$ cat src/rtl/pool_pkg.sv
// rtl/pool_pkg.sv - shared encodings and sizing helper for the pooling window unit
package pool_pkg;

  typedef enum logic {
    POOL_AVG = 1'b0,
    POOL_MAX = 1'b1
  } pool_mode_e;

  typedef enum logic {
    ST_ACCUM  = 1'b0,
    ST_OUTPUT = 1'b1
  } pool_state_e;

  // Smallest r with 2**r >= value; used for counter and accumulator sizing.
  function automatic int clog2(input int value);
    int r;
    r = 0;
    while ((1 << r) < value) begin
      r++;
    end
    return r;
  endfunction

endpackage

$ cat src/rtl/pool_reduce.sv
// rtl/pool_reduce.sv - combinational next-value unit: running sum, running max, saturated average
module pool_reduce #(
  parameter int DATA_W = 8,
  parameter int ACC_W  = 11,
  parameter int SHIFT  = 3
) (
  input  logic [ACC_W-1:0]  acc_i,
  input  logic [DATA_W-1:0] max_i,
  input  logic [DATA_W-1:0] in_data,
  input  logic              first_i,
  output logic [ACC_W-1:0]  acc_new,
  output logic [DATA_W-1:0] max_new,
  output logic [DATA_W-1:0] avg_data,
  output logic              avg_sat
);

  logic [ACC_W-1:0] shifted;

  always_comb begin
    acc_new  = first_i ? ACC_W'(in_data) : acc_i + ACC_W'(in_data);
    max_new  = (first_i || (in_data > max_i)) ? in_data : max_i;
    shifted  = acc_new >> SHIFT;
    // Any bit above the result width means the average does not fit.
    avg_sat  = |shifted[ACC_W-1:DATA_W];
    avg_data = avg_sat ? {DATA_W{1'b1}} : shifted[DATA_W-1:0];
  end

endmodule

$ cat src/rtl/pool_window_unit.sv
// rtl/pool_window_unit.sv - streaming window pooling engine (shift-average or max per window)
module pool_window_unit
  import pool_pkg::*;
#(
  parameter int DATA_W = 8,
  parameter int WIN    = 6,
  parameter int SHIFT  = 3
) (
  input  logic                      clk,
  input  logic                      rst,
  input  logic                      mode,
  input  logic                      in_valid,
  output logic                      in_ready,
  input  logic [DATA_W-1:0]         in_data,
  input  logic                      in_last,
  output logic                      out_valid,
  input  logic                      out_ready,
  output logic [DATA_W-1:0]         out_data,
  output logic                      out_sat,
  output logic [clog2(WIN+1)-1:0]   out_count
);

  localparam int CNT_W = clog2(WIN + 1);
  localparam int ACC_W = DATA_W + CNT_W;

  pool_state_e       state_q, state_d;
  pool_mode_e        mode_q, mode_d;
  logic [ACC_W-1:0]  acc_q, acc_d;
  logic [DATA_W-1:0] max_q, max_d;
  logic [CNT_W-1:0]  cnt_q, cnt_d;
  logic [DATA_W-1:0] out_data_q, out_data_d;
  logic              out_sat_q, out_sat_d;
  logic [CNT_W-1:0]  out_count_q, out_count_d;

  logic              first;
  logic              accept;
  pool_mode_e        cur_mode;
  logic [CNT_W-1:0]  cnt_new;
  logic [ACC_W-1:0]  acc_new;
  logic [DATA_W-1:0] max_new;
  logic [DATA_W-1:0] avg_data;
  logic              avg_sat;

  assign first  = (cnt_q == '0);
  assign accept = in_valid && (state_q == ST_ACCUM);

  pool_reduce #(
    .DATA_W (DATA_W),
    .ACC_W  (ACC_W),
    .SHIFT  (SHIFT)
  ) u_reduce (
    .acc_i    (acc_q),
    .max_i    (max_q),
    .in_data  (in_data),
    .first_i  (first),
    .acc_new  (acc_new),
    .max_new  (max_new),
    .avg_data (avg_data),
    .avg_sat  (avg_sat)
  );

  always_comb begin
    state_d     = state_q;
    mode_d      = mode_q;
    acc_d       = acc_q;
    max_d       = max_q;
    cnt_d       = cnt_q;
    out_data_d  = out_data_q;
    out_sat_d   = out_sat_q;
    out_count_d = out_count_q;
    // Mode is only honoured on the first sample; later changes are ignored.
    cur_mode    = first ? pool_mode_e'(mode) : mode_q;
    cnt_new     = first ? CNT_W'(1) : cnt_q + CNT_W'(1);

    case (state_q)
      ST_ACCUM: begin
        if (accept) begin
          mode_d = cur_mode;
          acc_d  = acc_new;
          max_d  = max_new;
          cnt_d  = cnt_new;
          if ((cnt_new == CNT_W'(WIN)) || in_last) begin
            out_data_d  = (cur_mode == POOL_MAX) ? max_new : avg_data;
            out_sat_d   = (cur_mode == POOL_MAX) ? 1'b0 : avg_sat;
            out_count_d = cnt_new;
            acc_d       = '0;
            max_d       = '0;
            cnt_d       = '0;
            state_d     = ST_OUTPUT;
          end
        end
      end
      ST_OUTPUT: begin
        if (out_ready) begin
          state_d = ST_ACCUM;
        end
      end
      default: state_d = ST_ACCUM;
    endcase
  end

  always_ff @(posedge clk) begin
    if (rst) begin
      state_q     <= ST_ACCUM;
      mode_q      <= POOL_AVG;
      acc_q       <= '0;
      max_q       <= '0;
      cnt_q       <= '0;
      out_data_q  <= '0;
      out_sat_q   <= 1'b0;
      out_count_q <= '0;
    end else begin
      state_q     <= state_d;
      mode_q      <= mode_d;
      acc_q       <= acc_d;
      max_q       <= max_d;
      cnt_q       <= cnt_d;
      out_data_q  <= out_data_d;
      out_sat_q   <= out_sat_d;
      out_count_q <= out_count_d;
    end
  end

  assign in_ready  = (state_q == ST_ACCUM);
  assign out_valid = (state_q == ST_OUTPUT);
  assign out_data  = out_data_q;
  assign out_sat   = out_sat_q;
  assign out_count = out_count_q;

endmodule

$ cat config.mk
export PLATFORM = sky130hd
export DESIGN_NAME = pool_window_unit
export DESIGN_NICKNAME = d
export VERILOG_FILES = /design/src/rtl/pool_pkg.sv /design/src/rtl/pool_reduce.sv /design/src/rtl/pool_window_unit.sv
export SDC_FILE = /design/constraint.sdc
export NUM_CORES = 1
export LEC_CHECK = 0
export CORE_MARGIN = 10
export CORE_UTILIZATION = 60
export DETAILED_ROUTE_END_ITERATION = 10
export GPL_ROUTABILITY_DRIVEN = 0
export PLACE_DENSITY = 0.94
export SETUP_SLACK_MARGIN = 0.4
export SLEW_MARGIN = 40
export SYNTH_ARGS = -nofsm -noshare
export SYNTH_HDL_FRONTEND = slang
export SYNTH_SLANG_ARGS = --single-unit
$ cat constraint.sdc
create_clock -name clk -period 3.61 [get_ports clk]
set_input_delay 0.361 -clock clk [delete_from_list [all_inputs] [get_ports clk]]
set_output_delay 0.361 -clock clk [all_outputs]
set_load 0.02 [all_outputs]
==> results of run 1 <==
[report_power, final]
part           switching [uW]  internal, uW
combinational             137          95.3
sequential               12.9           405
clock                     145           135
total                     295           635
[metal layers]
metal | vias up | track usage (%) | part of all wire, %
met5 | - | 0 | 0
met4 | 0 | 7.36 | 2.4
met3 | 20 | 5.60 | 9.1
met2 | 144 | 33.7 | 48
met1 | 1109 | 24.4 | 40
li1 | 1118 | - | -
[cells by family after synthesis]
group | share of synthesized area (%)
other | 0.158
buffers and inverters | 6.03
flip-flops | 29.6
multiplexers | 1.75
XOR/XNOR | 2.22
adder cells (fa/ha/maj) | 10.4
AO/OA/AOI/OAI | 29.5
AND/OR/NAND/NOR | 20.4
[critical path, stage by stage]
cell and delay [ns]:
clkdlybuf4s50_1 0.55, ha_1 0.22, inv_1 0.07, fa_1 0.37
nor2b_1 0.22, o31a_1 0.17, nor2_1 0.07, o21a_1 0.21
o21a_1 0.19, a311oi_1 0.30
[placed cells by master (no fill, tap or decap), types with 4 or more instances in the layout]
cell and n:
nor3_1 6, o21a_1 4, dfxtp_1 35, nand3_1 11, o21ai_0 6, ha_1 18, nor2_1 24, inv_1 16
clkbuf_8 5, nand2_1 30, a21oi_1 27, clkdlybuf4s50_1 25, o211ai_1 8, buf_4 7, a21o_1 6, o21ai_1 12
nand2b_1 7, a211oi_1 4
[path summary, 6_finish.rpt]
check                           cells past startpoint      endpoint    startpoint  slack (ns)
worst max-delay path                               10      acc_q[8]    in_data[0]        1.06
worst min-delay path                                2  out_count[1]  out_count[1]        0.46
worst max register to register                      8      max_q[5]      cnt_q[0]        1.11
worst min register to register                      2  out_count[1]  out_count[1]        0.46
[per-stage QoR]
| stage | hold WS (ns) | total power (uW) | util [%] | cells | worst slack (ns) |
|---|---|---|---|---|---|
| finish | 0.459 | 930 | 73.0 | 367 | 1.06 |
| global route | 0.493 | 970 | 73.0 | 367 | 0.939 |
| CTS | 0.461 | 926 | 73.0 | 367 | 1.09 |
| detailed placement | 0.451 | 651 | 70.8 | 359 | 0.802 |
| global placement | 0.446 | 642 | 71.0 | 359 | 0.910 |
| floorplan | 0.436 | 575 | - | 295 | 1.57 |
[state kept, by name, summed over array words and instances (netlist names)]
register   count
acc_q         11
out_valid      1
out_data       8
cnt_q          3
mode_q         1
max_q          8
out_count      3
[area by class of cell]
class,count,area (sq um)
fill,295,1010
tap,48,60.1
clock inverter,1,5.00
inverter,16,60.1
sequential,35,701
timing repair buffer,33,308
clock buffer,7,76.3
multi-input combinational,227,1520
==> reports/results.tsv, run 1 <==
stage	metric	value	unit
drt	drt_iter0_drc	282	
die	rows	22	
clock_tree	cts_setup_buffers	0	
drt	wire_per_inst	18.1	microns
worst_setup_path	cp-start-kind	input port	
worst_setup_path	crit_path_end_kind	register	
pwr	ir_drop	0.000237	V
timing	final.period_utilization	70.7	%
clock_tree	post_cts_resized	0	
die	die_h	82.8	microns
drt	num_vias	2391	
final_layout	stdcell_area	2730	sq um
clock_tree	cts_buffers	5	
clock_tree	cts.sink_count	35	
yosys	synth_area_leader_cell	dfxtp_1	
yosys	synth_edf_count	0	
yosys	syn_nets	328	
worst_setup_path	cp_max_fo	4	
drt	viasPerCell	6.51	
min_path	hold_class	reg -> reg	
global_routing	first_global_vias	2276	
timing	period_needed	2.55	ns
timing	max_freq	392	MHz
yosys	avgSynthCellArea	8.02	sq um
clock_tree	clockRootBuffer	clkbuf_8	
final_layout	area_delta_synth_final	15.5	%
yosys	yosysUniqueCellTypes	60	
final_layout	nNetsFinal	351	
yosys	yosys-top-cells-count	35 x dfxtp_1, 30 x nand2_1, 27 x a21oi_1	
yosys	synthesis.area	2370	sq um
clock_tree	htreeDepth	2	
worst_setup_path	crit_arrival	2.73	ns
flow_run	max-cap-violations	0	
die	die_area	6860	sq um
die	io_pins	28	
yosys	synth_seq_cells	35	
yosys	synth-seq-area-share	29.6	%
placed_design	io_buffers	26	
clock_tree	path_clk_slew	0.07	ns
worst_setup_path	path_class	in -> reg	
worst_setup_path	worstPathRequired	3.79	ns
die	core-area	3740	sq um
global_routing	grt_pass1_wl	10900	microns
yosys	yosysMostFrequentCell	dfxtp_1	
clock_tree	cts_tree	done	
yosys	synth_ff_type	dfxtp_1	
global_routing	overflow	0	
final_layout	drive_above_1_share	7.84	%
clock_tree	hold_buffers	0	
pwr	p_leak	0.00103	uW
drt	drtPass1Iterations	5	
clock_tree	cts.path.max_buffers	2	
final_layout	antenna_cells	0	
timing	finalSetupTns	0	ns
placed_design	hpwl	4740	microns
drt	drc	0	
yosys	ys_warn_count	0	
run_status	status	completed	
timing	tightest_slew	0.752	ns
timing	hold_viol	0	
drt	detail-route-antenna-nets	0	
drt	finalWirelength	6630	microns
timing	rsz0062_at_grt	no	
placed_design	placed_cell_area	2650	sq um
pwr	power_density	340	nW/um^2
yosys	synthTopCellsByArea	dfxtp_1 30%, ha_1 9.5%, a21oi_1 5.7%, nand2_1 4.8%, nor2_1 3.8%	
yosys	synthArstFlopShare	0	%
die	start_util	63.2	%
yosys	syn_inst	295	
global_routing	track_usage	20.3	%
die	die_x	82.8	microns
clock_tree	clk_latency	0.30	ns
timing	setup_viol	0	
timing	finalClockSkew	0.0110	ns
timing	maxSlewViolCount	0	
timing	slew_headroom	49.8	%
global_routing	grt_antenna_before_repair	0	
yosys	synth_top_area_share	29.6	%
global_routing	grt_start_max_net_pins	28	
Note: power is estimated with default switching activity, not from simulation.
==> run 2: changes to the inputs <==
--- a/config.mk
+++ b/config.mk
@@ -6,10 +6,10 @@
 export NUM_CORES = 1
 export LEC_CHECK = 0
 export CORE_MARGIN = 10
-export CORE_UTILIZATION = 60
+export CORE_UTILIZATION = 51
 export DETAILED_ROUTE_END_ITERATION = 10
 export GPL_ROUTABILITY_DRIVEN = 0
-export PLACE_DENSITY = 0.94
+export PLACE_DENSITY = 0.86
 export SETUP_SLACK_MARGIN = 0.4
 export SLEW_MARGIN = 40
 export SYNTH_ARGS = -nofsm -noshare
==> constraint.sdc (replaced) <==
create_clock -name clk -period 2.1 [get_ports clk]
set_input_delay 0.21 -clock clk [delete_from_list [all_inputs] [get_ports clk]]
set_output_delay 0.21 -clock clk [all_outputs]
set_load 0.02 [all_outputs]
==> run 2 against run 1 <==
The run now ends with setup timing left. Clock skew is 0.00085 ns higher. Total power is 100% higher. Worst setup slack worse by 1.2 ns. Via count is 25% higher. Combinational power grew to 2.8 times the previous value. Die area is 13% higher. Cell area is 37% higher. Critical path depth stayed put. Global-route usage is 3.5 points higher. Largest cell class unchanged. Highest routed layer unchanged.
==> reports/results.tsv, run 2 (synthesis gave the netlist of run 1 again) <==
stage	metric	value	unit	change
die	die_h	88.1	microns	was 82.8 microns
timing	finalClockSkew	0.0119	ns	was 0.0110 ns
placed_design	dp.cells	405		was 359
drt	drc	0		unchanged
clock_tree	clk_latency	0.29	ns	was 0.30 ns
final_layout	drive_above_1_share	42.3	%	was 7.84%
die	start_util	53.6	%	was 63.2%
clock_tree	cts.sink_count	35		unchanged
global_routing	track_usage	23.8	%	was 20.3%
worst_setup_path	cp-start-kind	register		was input port
global_routing	grt_pass1_wl	14600	microns	was 10900 microns
clock_tree	htreeDepth	2		unchanged
clock_tree	path_clk_slew	0.08	ns	was 0.07 ns
drt	detail-route-antenna-nets	0		unchanged
clock_tree	cts.path.max_buffers	2		unchanged
flow_run	max-cap-violations	0		unchanged
pwr	ir_drop	0.000328	V	was 0.000237 V
timing	setup_slack	-0.107	ns	was 1.06 ns
timing	final.period_utilization	105	%	
worst_setup_path	path_class	reg -> reg		was in -> reg
clock_tree	cts_buffers	5		unchanged
worst_setup_path	cp_cell_sequence	inv_2 > ha_4 > and4b_1 > a211oi_2 > buf_4 > o211ai_4 > a21boi_4 > buf_6 > o21ai_1 > a21oi_1		was clkdlybuf4s50_1 > ha_1 > inv_1 > fa_1 > nor2b_1 > o31a_1 > nor2_1 > o21a_1 > o21a_1 > a311oi_1
pwr	p_leak	0.00146	uW	was 0.00103 uW
final_layout	final_cell_count_no_fill	435		was 367
drt	drt_iter0_drc	494		was 282
final_layout	area_delta_synth_final	58.2	%	was 15.5%
timing	max_freq	453	MHz	
worst_setup_path	cpPeakStageDelay	0.34	ns	was 0.55 ns
final_layout	layout_common_cells	57 x buf_4, 28 x nand2_1, 24 x a21oi_1, 22 x dfxtp_1, 19 x clkdlybuf4s50_1		was 35 x dfxtp_1, 30 x nand2_1, 27 x a21oi_1, 25 x clkdlybuf4s50_1, 24 x nor2_1
die	rows	24		was 22
final_layout	nNetsFinal	417		was 351
timing	rsz0062_at_grt	yes		was no
final_layout	largest_reg_flops	11		unchanged
drt	finalWirelength	10600	microns	was 6630 microns
drt	drtPass1Iterations	6		was 5
timing	period_needed	2.21	ns	
final_layout	antenna_cells	0		unchanged
run_status	violations	setup timing		
timing	maxSlewViolCount	0		unchanged
clock_tree	hold_buffers	0		unchanged
worst_setup_path	crit_arrival	2.41	ns	was 2.73 ns
worst_setup_path	crit_path_end_kind	register		unchanged
die	die_area	7760	sq um	was 6860 sq um
placed_design	hpwl	5170	microns	was 4740 microns
worst_setup_path	critPathSlowestCell	dfxtp_2		was clkdlybuf4s50_1
worst_setup_path	worstPathRequired	2.31	ns	was 3.79 ns
global_routing	grt_start_max_net_pins	39		was 28
drt	wire_per_inst	24.4	microns	was 18.1 microns
global_routing	overflow	0		unchanged
die	core-area	4410	sq um	was 3740 sq um
final_layout	num-fill-cells	194		was 295
timing	setup_viol	17		was 0
pwr	power_density	498	nW/um^2	was 340 nW/um^2
clock_tree	clockRootBuffer	clkbuf_8		unchanged
min_path	hold_class	in -> reg		was reg -> reg
global_routing	first_global_vias	2859		was 2276
global_routing	grt_antenna_before_repair	0		unchanged
die	die_x	88.1	microns	was 82.8 microns
final_layout	final_core_util	84.8	%	was 73.0%
placed_design	io_buffers	26		unchanged
final_layout	final_common_cell	buf_4		was dfxtp_1
die	io_pins	28		unchanged
clock_tree	cts_tree	done		unchanged
run_status	status	finished, violations left		was completed
timing	hold_viol	0		unchanged
drt	viasPerCell	6.88		was 6.51
worst_setup_path	cp_max_fo	8		was 4
drt	num_vias	2994		was 2391
final_layout	largest_register	acc_q		unchanged
## run 2: final cells by class
class                      instances  area (sq um)  share of cell area [%]
clock buffer                       6          72.6                    1.94
tap                               52          65.1                    1.74
sequential                        35           722                    19.3
inverter                          16          65.1                    1.74
timing repair buffer              99           897                    24.0
multi-input combinational        227          1920                    51.3
## run 2: repair_timing
item	4_1_cts	5_1_grt
pin swaps	34	27
buffers inserted	20	3
gates cloned	1	0
gates resized for setup	47	43
setup endpoints to repair	34	34
## run 2: where the power goes
part | total, uW | switching (uW) | internal [uW]
sequential | 727 | 30.9 | 696
combinational | 661 | 348 | 313
clock | 476 | 254 | 222
total | 1860 | 633 | 1230
## run 2: final timing paths
check	endpoint	depth (start not counted)	start	slack (ns)
setup / recovery	max_q[1]	10	max_q[2]	-0.11
hold / removal	max_q[2]	3	in_data[2]	0.28
setup reg to reg	max_q[1]	10	max_q[2]	-0.11
hold reg to reg	max_q[4]	2	max_q[4]	0.48
## run 2: through the flow
step / area [sq um] / worst slack [ns] / power (uW) / TNS (ns) / hold WS, ns
2_1_floorplan: 2490 / 0.181 / 1010 / 0 / 0.345
3_3_place_gp: 3090 / -0.386 / 1190 / -7.32 / 0.445
3_5_place_dp: 3090 / -0.436 / 1210 / -8.10 / 0.456
4_1_cts: 3550 / 0.0188 / 1740 / 0 / 0.387
5_1_grt: 3740 / -0.168 / 1920 / -2.10 / 0.292
6_report: 3740 / -0.107 / 1860 / -0.815 / 0.283
## run 2: critical path: cells and delay by family (launching register included)
family                     cells  cell delay, ns
AOI/OAI and AO/OA              5            0.97
adders and majority gates      1            0.21
and+or+nand+nor                1            0.22
buffers and inverters          3            0.38
DFF                            1            0.34
## run 2: metal layers
metal | global-route usage [%] | vias to the layer above | share of wire [%]
li1 | - | 1247 | -
met3 | 5.20 | 103 | 11
met5 | 0 | - | 0
met2 | 37.6 | 285 | 46
met4 | 16.1 | 0 | 7.7
met1 | 28.3 | 1359 | 36
==> run 3: changes to the inputs <==
--- a/config.mk
+++ b/config.mk
@@ -7,6 +7,8 @@
 export LEC_CHECK = 0
 export CORE_MARGIN = 10
 export CORE_UTILIZATION = 51
+export CTS_CLUSTER_DIAMETER = 60
+export CTS_CLUSTER_SIZE = 20
 export DETAILED_ROUTE_END_ITERATION = 10
 export GPL_ROUTABILITY_DRIVEN = 0
 export PLACE_DENSITY = 0.86
==> results of run 3 <==
Same layout as run 2: the final DEF is identical, and so are final timing and power.
